<file path="src/rtl/spi_word_buffer_pkg.sv">
// spi_word_buffer_pkg: shared types, reset constants and edge helpers
// for the SPI slave word buffer and its FIFO.
package spi_word_buffer_pkg;

    typedef enum logic [1:0] {
        MODE0 = 2'd0,
        MODE1 = 2'd1,
        MODE2 = 2'd2,
        MODE3 = 2'd3
    } spi_mode_t;

    localparam logic RST_DO       = 1'b1;
    localparam logic RST_CS       = 1'b1;
    localparam logic RST_TX_READY = 1'b1;

    // Sampling happens on rising SCK when the leading edge is rising
    // (CPOL=0) and CPHA=0, or when the trailing edge is rising
    // (CPOL=1) and CPHA=1.
    function automatic logic sample_on_rise(input logic cpol,
                                            input logic cpha);
        return cpol == cpha;
    endfunction

    function automatic spi_mode_t mode_of(input logic cpol,
                                          input logic cpha);
        return spi_mode_t'({cpol, cpha});
    endfunction

endpackage

</file>
<file path="src/rtl/spi_word_fifo.sv">
// spi_word_fifo: first-word-fall-through FIFO for received SPI words.
// Ports: CLK/RST, push/push_data, pop, data (head), valid, full, level.
module spi_word_fifo
    import spi_word_buffer_pkg::*;
#(
    parameter int WIDTH = 8,
    parameter int DEPTH = 4
) (
    input  logic                   CLK,
    input  logic                   RST,
    input  logic                   push,
    input  logic [WIDTH-1:0]       push_data,
    input  logic                   pop,
    output logic [WIDTH-1:0]       data,
    output logic                   valid,
    output logic                   full,
    output logic [$clog2(DEPTH):0] level
);

    localparam int AW = $clog2(DEPTH);

    logic [WIDTH-1:0] mem [DEPTH];
    logic [AW-1:0]    wr_ptr;
    logic [AW-1:0]    rd_ptr;
    logic [AW:0]      count;
    logic [WIDTH-1:0] last_q;
    logic             do_push;
    logic             do_pop;

    assign valid   = count != '0;
    assign full    = count == (AW+1)'(DEPTH);
    assign do_pop  = pop & valid;
    // A pop in the same cycle frees the slot, so a full FIFO still
    // accepts the incoming word.
    assign do_push = push & (~full | do_pop);

    always_ff @(posedge CLK) begin
        if (do_push)
            mem[wr_ptr] <= push_data;
    end

    always_ff @(posedge CLK or posedge RST) begin
        if (RST) begin
            wr_ptr <= '0;
            rd_ptr <= '0;
            count  <= '0;
            last_q <= '0;
        end else begin
            if (do_push)
                wr_ptr <= wr_ptr + 1'b1;
            if (do_pop) begin
                rd_ptr <= rd_ptr + 1'b1;
                last_q <= mem[rd_ptr];
            end
            count <= count + (AW+1)'(do_push) - (AW+1)'(do_pop);
        end
    end

    // The last popped word stays visible while empty.
    assign data  = valid ? mem[rd_ptr] : last_q;
    assign level = count;

endmodule

</file>
<file path="src/rtl/spi_word_buffer.sv">
// spi_word_buffer: oversampling SPI slave, WIDTH-bit words into a FIFO.
// Ports: CLK/RST, SCK/CS/DI/DO pins, RxData/RxValid/RxReady/Level,
// Overrun/OverrunClr, Abort, TxData/TxValid/TxReady.
// SPI_WORD_BUFFER_TX_EN defined: include the MISO transmitter.
module spi_word_buffer
    import spi_word_buffer_pkg::*;
#(
    parameter int WIDTH       = 8,
    parameter int DEPTH       = 4,
    parameter bit CPOL        = 1'b0,
    parameter bit CPHA        = 1'b0,
    parameter bit LSB_FIRST   = 1'b1,
    parameter int SYNC_STAGES = 2
) (
    input  logic                   CLK,
    input  logic                   RST,
    input  logic                   SCK,
    input  logic                   CS,
    input  logic                   DI,
    output logic                   DO,
    output logic [WIDTH-1:0]       RxData,
    output logic                   RxValid,
    input  logic                   RxReady,
    output logic [$clog2(DEPTH):0] Level,
    output logic                   Overrun,
    input  logic                   OverrunClr,
    output logic                   Abort,
    input  logic [WIDTH-1:0]       TxData,
    input  logic                   TxValid,
    output logic                   TxReady
);

    localparam int             CW   = $clog2(WIDTH);
    localparam logic [CW-1:0]  LAST = CW'(WIDTH - 1);
    localparam spi_mode_t      MODE = mode_of(CPOL, CPHA);
    localparam bit SAMPLE_RISE = sample_on_rise(CPOL, CPHA);

    logic [SYNC_STAGES-1:0] sck_q;
    logic [SYNC_STAGES-1:0] cs_q;
    logic [SYNC_STAGES-1:0] di_q;
    logic                   sck_d;
    logic                   cs_d;
    logic                   sck_s;
    logic                   cs_s;
    logic                   di_s;

    always_ff @(posedge CLK or posedge RST) begin
        if (RST) begin
            sck_q <= {SYNC_STAGES{CPOL}};
            cs_q  <= {SYNC_STAGES{RST_CS}};
            di_q  <= '0;
            sck_d <= CPOL;
            cs_d  <= RST_CS;
        end else begin
            sck_q <= {sck_q[SYNC_STAGES-2:0], SCK};
            cs_q  <= {cs_q[SYNC_STAGES-2:0], CS};
            di_q  <= {di_q[SYNC_STAGES-2:0], DI};
            sck_d <= sck_q[SYNC_STAGES-1];
            cs_d  <= cs_q[SYNC_STAGES-1];
        end
    end

    assign sck_s = sck_q[SYNC_STAGES-1];
    assign cs_s  = cs_q[SYNC_STAGES-1];
    assign di_s  = di_q[SYNC_STAGES-1];

    logic rise;
    logic fall;
    logic sample_edge;
    logic cs_rise;

    assign rise        = sck_s & ~sck_d;
    assign fall        = ~sck_s & sck_d;
    assign sample_edge = SAMPLE_RISE ? rise : fall;
    assign cs_rise     = cs_s & ~cs_d;

    logic [CW-1:0]    cnt;
    logic [WIDTH-1:0] sr;
    logic [WIDTH-1:0] sr_next;
    logic             take;
    logic             push;
    logic             pop;
    logic             full;
    logic             abort_q;
    logic             overrun_q;

    assign take    = ~cs_s & sample_edge;
    assign sr_next = LSB_FIRST ? {di_s, sr[WIDTH-1:1]}
                               : {sr[WIDTH-2:0], di_s};
    // The word is pushed straight from sr_next so the push lands at
    // the end of the detection cycle of its last bit.
    assign push    = take & (cnt == LAST);
    assign pop     = RxValid & RxReady;

    always_ff @(posedge CLK or posedge RST) begin
        if (RST) begin
            cnt       <= '0;
            sr        <= '0;
            abort_q   <= 1'b0;
            overrun_q <= 1'b0;
        end else begin
            abort_q   <= cs_rise & (cnt != '0);
            overrun_q <= (push & full & ~pop) |
                         (overrun_q & ~OverrunClr);
            if (cs_s) begin
                cnt <= '0;
                sr  <= '0;
            end else if (take) begin
                sr  <= sr_next;
                cnt <= push ? '0 : cnt + 1'b1;
            end
        end
    end

    assign Abort   = abort_q;
    assign Overrun = overrun_q;

    spi_word_fifo #(
        .WIDTH (WIDTH),
        .DEPTH (DEPTH)
    ) u_fifo (
        .CLK       (CLK),
        .RST       (RST),
        .push      (push),
        .push_data (sr_next),
        .pop       (pop),
        .data      (RxData),
        .valid     (RxValid),
        .full      (full),
        .level     (Level)
    );

`ifdef SPI_WORD_BUFFER_TX_EN
    logic [WIDTH-1:0] hold_q;
    logic [WIDTH-1:0] tx_sr;
    logic             hold_full;
    logic             launch_edge;
    logic             cs_fall;
    logic             capture;
    logic             load;
    logic             shift;

    assign launch_edge = SAMPLE_RISE ? fall : rise;
    assign cs_fall     = ~cs_s & cs_d;
    assign TxReady     = ~hold_full;
    assign capture     = TxValid & ~hold_full;
    // A launch edge with the counter at zero opens a new word; with
    // CPHA=0 the first bit must already be on DO at CS fall.
    assign load  = ~cs_s & ((launch_edge & (cnt == '0)) |
                            (~CPHA & cs_fall));
    assign shift = ~cs_s & launch_edge & (cnt != '0);

    always_ff @(posedge CLK or posedge RST) begin
        if (RST) begin
            hold_q    <= '0;
            hold_full <= ~RST_TX_READY;
            tx_sr     <= '1;
        end else begin
            if (capture) begin
                hold_q    <= TxData;
                hold_full <= 1'b1;
            end else if (load) begin
                hold_full <= 1'b0;
            end
            if (cs_s)
                tx_sr <= '1;
            else if (load)
                tx_sr <= hold_full ? hold_q : '1;
            else if (shift)
                tx_sr <= LSB_FIRST ? {1'b1, tx_sr[WIDTH-1:1]}
                                   : {tx_sr[WIDTH-2:0], 1'b1};
        end
    end

    assign DO = cs_s | (LSB_FIRST ? tx_sr[0] : tx_sr[WIDTH-1]);
`else
    logic unused_tx;

    assign DO        = RST_DO;
    assign TxReady   = 1'b0;
    assign unused_tx = ^{TxData, TxValid, MODE};
`endif

endmodule
</file>
<file path="config.mk">
export PLATFORM = sky130hd
export DESIGN_NAME = spi_word_buffer
export DESIGN_NICKNAME = d
export VERILOG_FILES = /design/src/rtl/spi_word_buffer_pkg.sv /design/src/rtl/spi_word_fifo.sv /design/src/rtl/spi_word_buffer.sv
export SDC_FILE = /design/constraint.sdc
export NUM_CORES = 1
export LEC_CHECK = 0
export ABC_AREA = 1
export BUFFER_PORTS_ARGS = -buffer_cell sky130_fd_sc_hd__buf_2
export CAP_MARGIN = 20
export CORE_MARGIN = 2
export CORE_UTILIZATION = 62
export DETAILED_ROUTE_END_ITERATION = 10
export PLACE_DENSITY_LB_ADDON = 0.2
export SYNTH_ARGS = -nofsm -noshare
export SYNTH_HDL_FRONTEND = slang
export SYNTH_SLANG_ARGS = --single-unit
</file>
<file path="constraint.sdc">
create_clock -name CLK -period 5.85 [get_ports CLK]
set_input_delay 0.8775 -clock CLK [delete_from_list [all_inputs] [get_ports CLK]]
set_output_delay 0.8775 -clock CLK [all_outputs]
set_load 0.01 [all_outputs]
</file>
==> flow_metrics.env <==
export IMPL_outcome="completed"
export IMPL_setup_violations=0
export IMPL_via_per_inst=5.12
export IMPL_antenna_cells=0
export IMPL_gp_congestion=0.750
export IMPL_grt_ovfl_total=0
export IMPL_root_buffer="clkbuf_8"
export IMPL_hpwl_um=2840
export IMPL_grt_max_degree=36
export IMPL_slew_headroom_pct=45.2
export IMPL_design_area_um2=3090
export IMPL_cts_resized=0
export IMPL_fp_dieH_um=71.2
export IMPL_io_pins=32
export IMPL_post_cts_buffers=0
export IMPL_area_delta_synth_final_pct=10.5
export IMPL_wl_met1_um=2040
export IMPL_path_class="reg -> out"
export IMPL_route_met2_wl_um=2130
export IMPL_clock_latency_ns=0.34
export IMPL_grt_pass1_vias=1689
export IMPL_synthesis_instances=248
export IMPL_synth_top_area_cell="edfxtp_1"
export IMPL_maxSlewViolCount=0
export IMPL_clockBufferDepth=2
export IMPL_antenna_found_initial=0
export IMPL_first_iter_violations=65
export IMPL_vias=1686
export IMPL_core_area_um2=4350
export IMPL_fin_crit_ns=2.82
export IMPL_start_util_pct=64.3
export IMPL_dr_pass1_iters=4
export IMPL_grt_pass1_wl_um=7670
export IMPL_post_drt_wl_per_cell_um=13.6
export IMPL_ir_worst_vdd_uv=196
export IMPL_min_path_cells=0
export IMPL_port_buffers=20
export IMPL_reg2regPathDepth=6
export IMPL_synth_warnings=0
export IMPL_min_period_over_period_pct=48.3
export IMPL_drive_gt1_share_pct=17.0
export IMPL_maxCapViolations=0
export IMPL_synthFlopType="edfxtp_1"
export IMPL_p_total_mw=1.33
export IMPL_yosysUniqueCellTypes=28
export IMPL_fmax_mhz=354
export IMPL_htree_levels=3
export IMPL_worst_pin_slew_ns=0.820
export IMPL_yosys_register_bits=67
export IMPL_clock_sinks=67
export IMPL_cts_hold_buf=0
export IMPL_rows=24
export IMPL_die_area_um2=5070
export IMPL_ant_nets=0
export IMPL_die_w_um=71.2
export IMPL_crit_arrival_ns=1.95
export IMPL_synth_common_cells="nand2_1, dfrtp_1, edfxtp_1"
export IMPL_crit_fanout=18
export IMPL_netlist_area_um2=2800
export IMPL_synth_edf_count=32
export IMPL_finalHoldViolCount=0
export IMPL_drc_errors=0
export IMPL_cp_required_ns=4.97
export IMPL_cts_made_buffers=9
export IMPL_grt_setup_unrepaired="false"
export IMPL_synth_fp_nets=273
export IMPL_worst_clock_skew_ns=0.0112
export IMPL_async_reset_ff_share_pct=52.2
export IMPL_fin_setup_tns_ns=0
export IMPL_yosysMostFrequentCell="nand2_1"
export IMPL_startpoint_type="flip-flop"
export IMPL_synthTopCellsByArea="edfxtp_1, dfrtp_1, nand2_1, nand3_1, ha_1"
export IMPL_p_leak_nw=1.37
export IMPL_wl_um=4470
export IMPL_clk_pin_slew_ns=0.06
export IMPL_top_layer_used="met4"
export IMPL_synth_top_area_share_pct=34.3
export IMPL_nets=297
export IMPL_fin_util_pct=71.0
export IMPL_power_density_nw_per_um2=432
export IMPL_hp_class="reg -> reg"
export IMPL_track_usage_pct=20.6
export IMPL_ys_seq_area_share_pct=65.8
export IMPL_cp_end_kind="output port"
export IMPL_dr_wl_met3_um=196
export IMPL_placed_area_um2=2890
export IMPL_fillCellCount=336
export IMPL_cts_tree="yes"
export IMPL_synth_avg_cell_area_um2=11.3
## final timing paths
check / start / end / slack [ns]
hold / removal: sck_q[0] / sck_q[1] / 0.35
max in group asynchronous: RST / cs_q[0] / 4.88
hold reg to reg: sck_q[0] / sck_q[1] / 0.35
min in group asynchronous: RST / u_fifo.wr_ptr[0] / 0.62
setup / recovery: u_fifo.rd_ptr[0] / RxData[2] / 3.03
setup reg to reg: cnt[0] / u_fifo.mem[1][3] / 3.73
## where the power goes
| part | leakage [nW] | switching, mW | internal, mW |
|---|---|---|---|
| Sequential | 0.748 | 0.0608 | 0.541 |
| Combinational | 0.520 | 0.216 | 0.132 |
| Clock | 0.101 | 0.164 | 0.220 |
| Total | 1.37 | 0.441 | 0.894 |
## sequential cells by signal, summed over array words and instances, names as in the netlist
register and cells:
u_fifo.mem 32, u_fifo.last_q 8, sr 7, cnt 3
u_fifo.level 3, cs_q 2, di_q 2, sck_q 2
u_fifo.rd_ptr 2, u_fifo.wr_ptr 2, Abort 1, Overrun 1
cs_d 1, sck_d 1
## layout make-up
class,instances,area [um2],area share (%)
Clock inverter,2,35.0,1.13
Timing Repair Buffer,21,108,3.48
Clock buffer,14,163,5.26
Sequential cell,67,1840,59.5
Tap cell,52,65.1,2.10
Multi-Input combinational cell,145,771,24.9
Inverter,28,110,3.56
## routing by layer
layer / global-route usage, % / up-vias
met5: 0 / -
met4: 11.9 / 0
met2: 33.3 / 39
met3: 4.27 / 12
met1: 25.8 / 782
li1: - / 853
## critical path: stages (launching register included)
cell      delay, ns
dfrtp_1        0.75
clkinv_4       0.28
nand2_1        0.15
nand3_1        0.10
nand2_1        0.11
o21ai_0        0.07
buf_2          0.14
## placed cells by master, fill, tap and decap left out, types with 2 or more instances in the layout
cell type	synthesis	routed
buf_2	1	20
clkbuf_1	0	3
clkbuf_8	0	11
conb_1	2	2
dfrtp_1	32	32
dfstp_2	3	3
edfxtp_1	32	32
ha_1	8	8
inv_1	25	25
inv_2	2	2
nand2_1	67	67
nand3_1	22	22
nor2_1	5	5
o21ai_0	14	14
o21ai_1	8	8
o21ai_2	2	2
o22ai_1	5	5
xnor2_1	2	2
xor2_1	2	2
## stage by stage
stage / hold WS, ns / setup slack, ns / std cells
after floorplan: 0.331 / 3.74 / 248
after global placement: 0.334 / 3.42 / 313
after detailed placement: 0.341 / 3.37 / 313
after CTS: 0.355 / 3.00 / 329
after global routing: 0.358 / 2.88 / 329
final: 0.353 / 3.03 / 329
## kinds of logic after synthesis
group,Yosys count,synth area share [%]
compound gates,30,5.95
xor+xnor,4,1.25
fa+ha+maj,9,4.29
buf+inv,36,6.66
flops,67,65.8
other cells,2,0.268
simple gates,100,15.8
No activity file was read; power rests on OpenSTA's default activity.
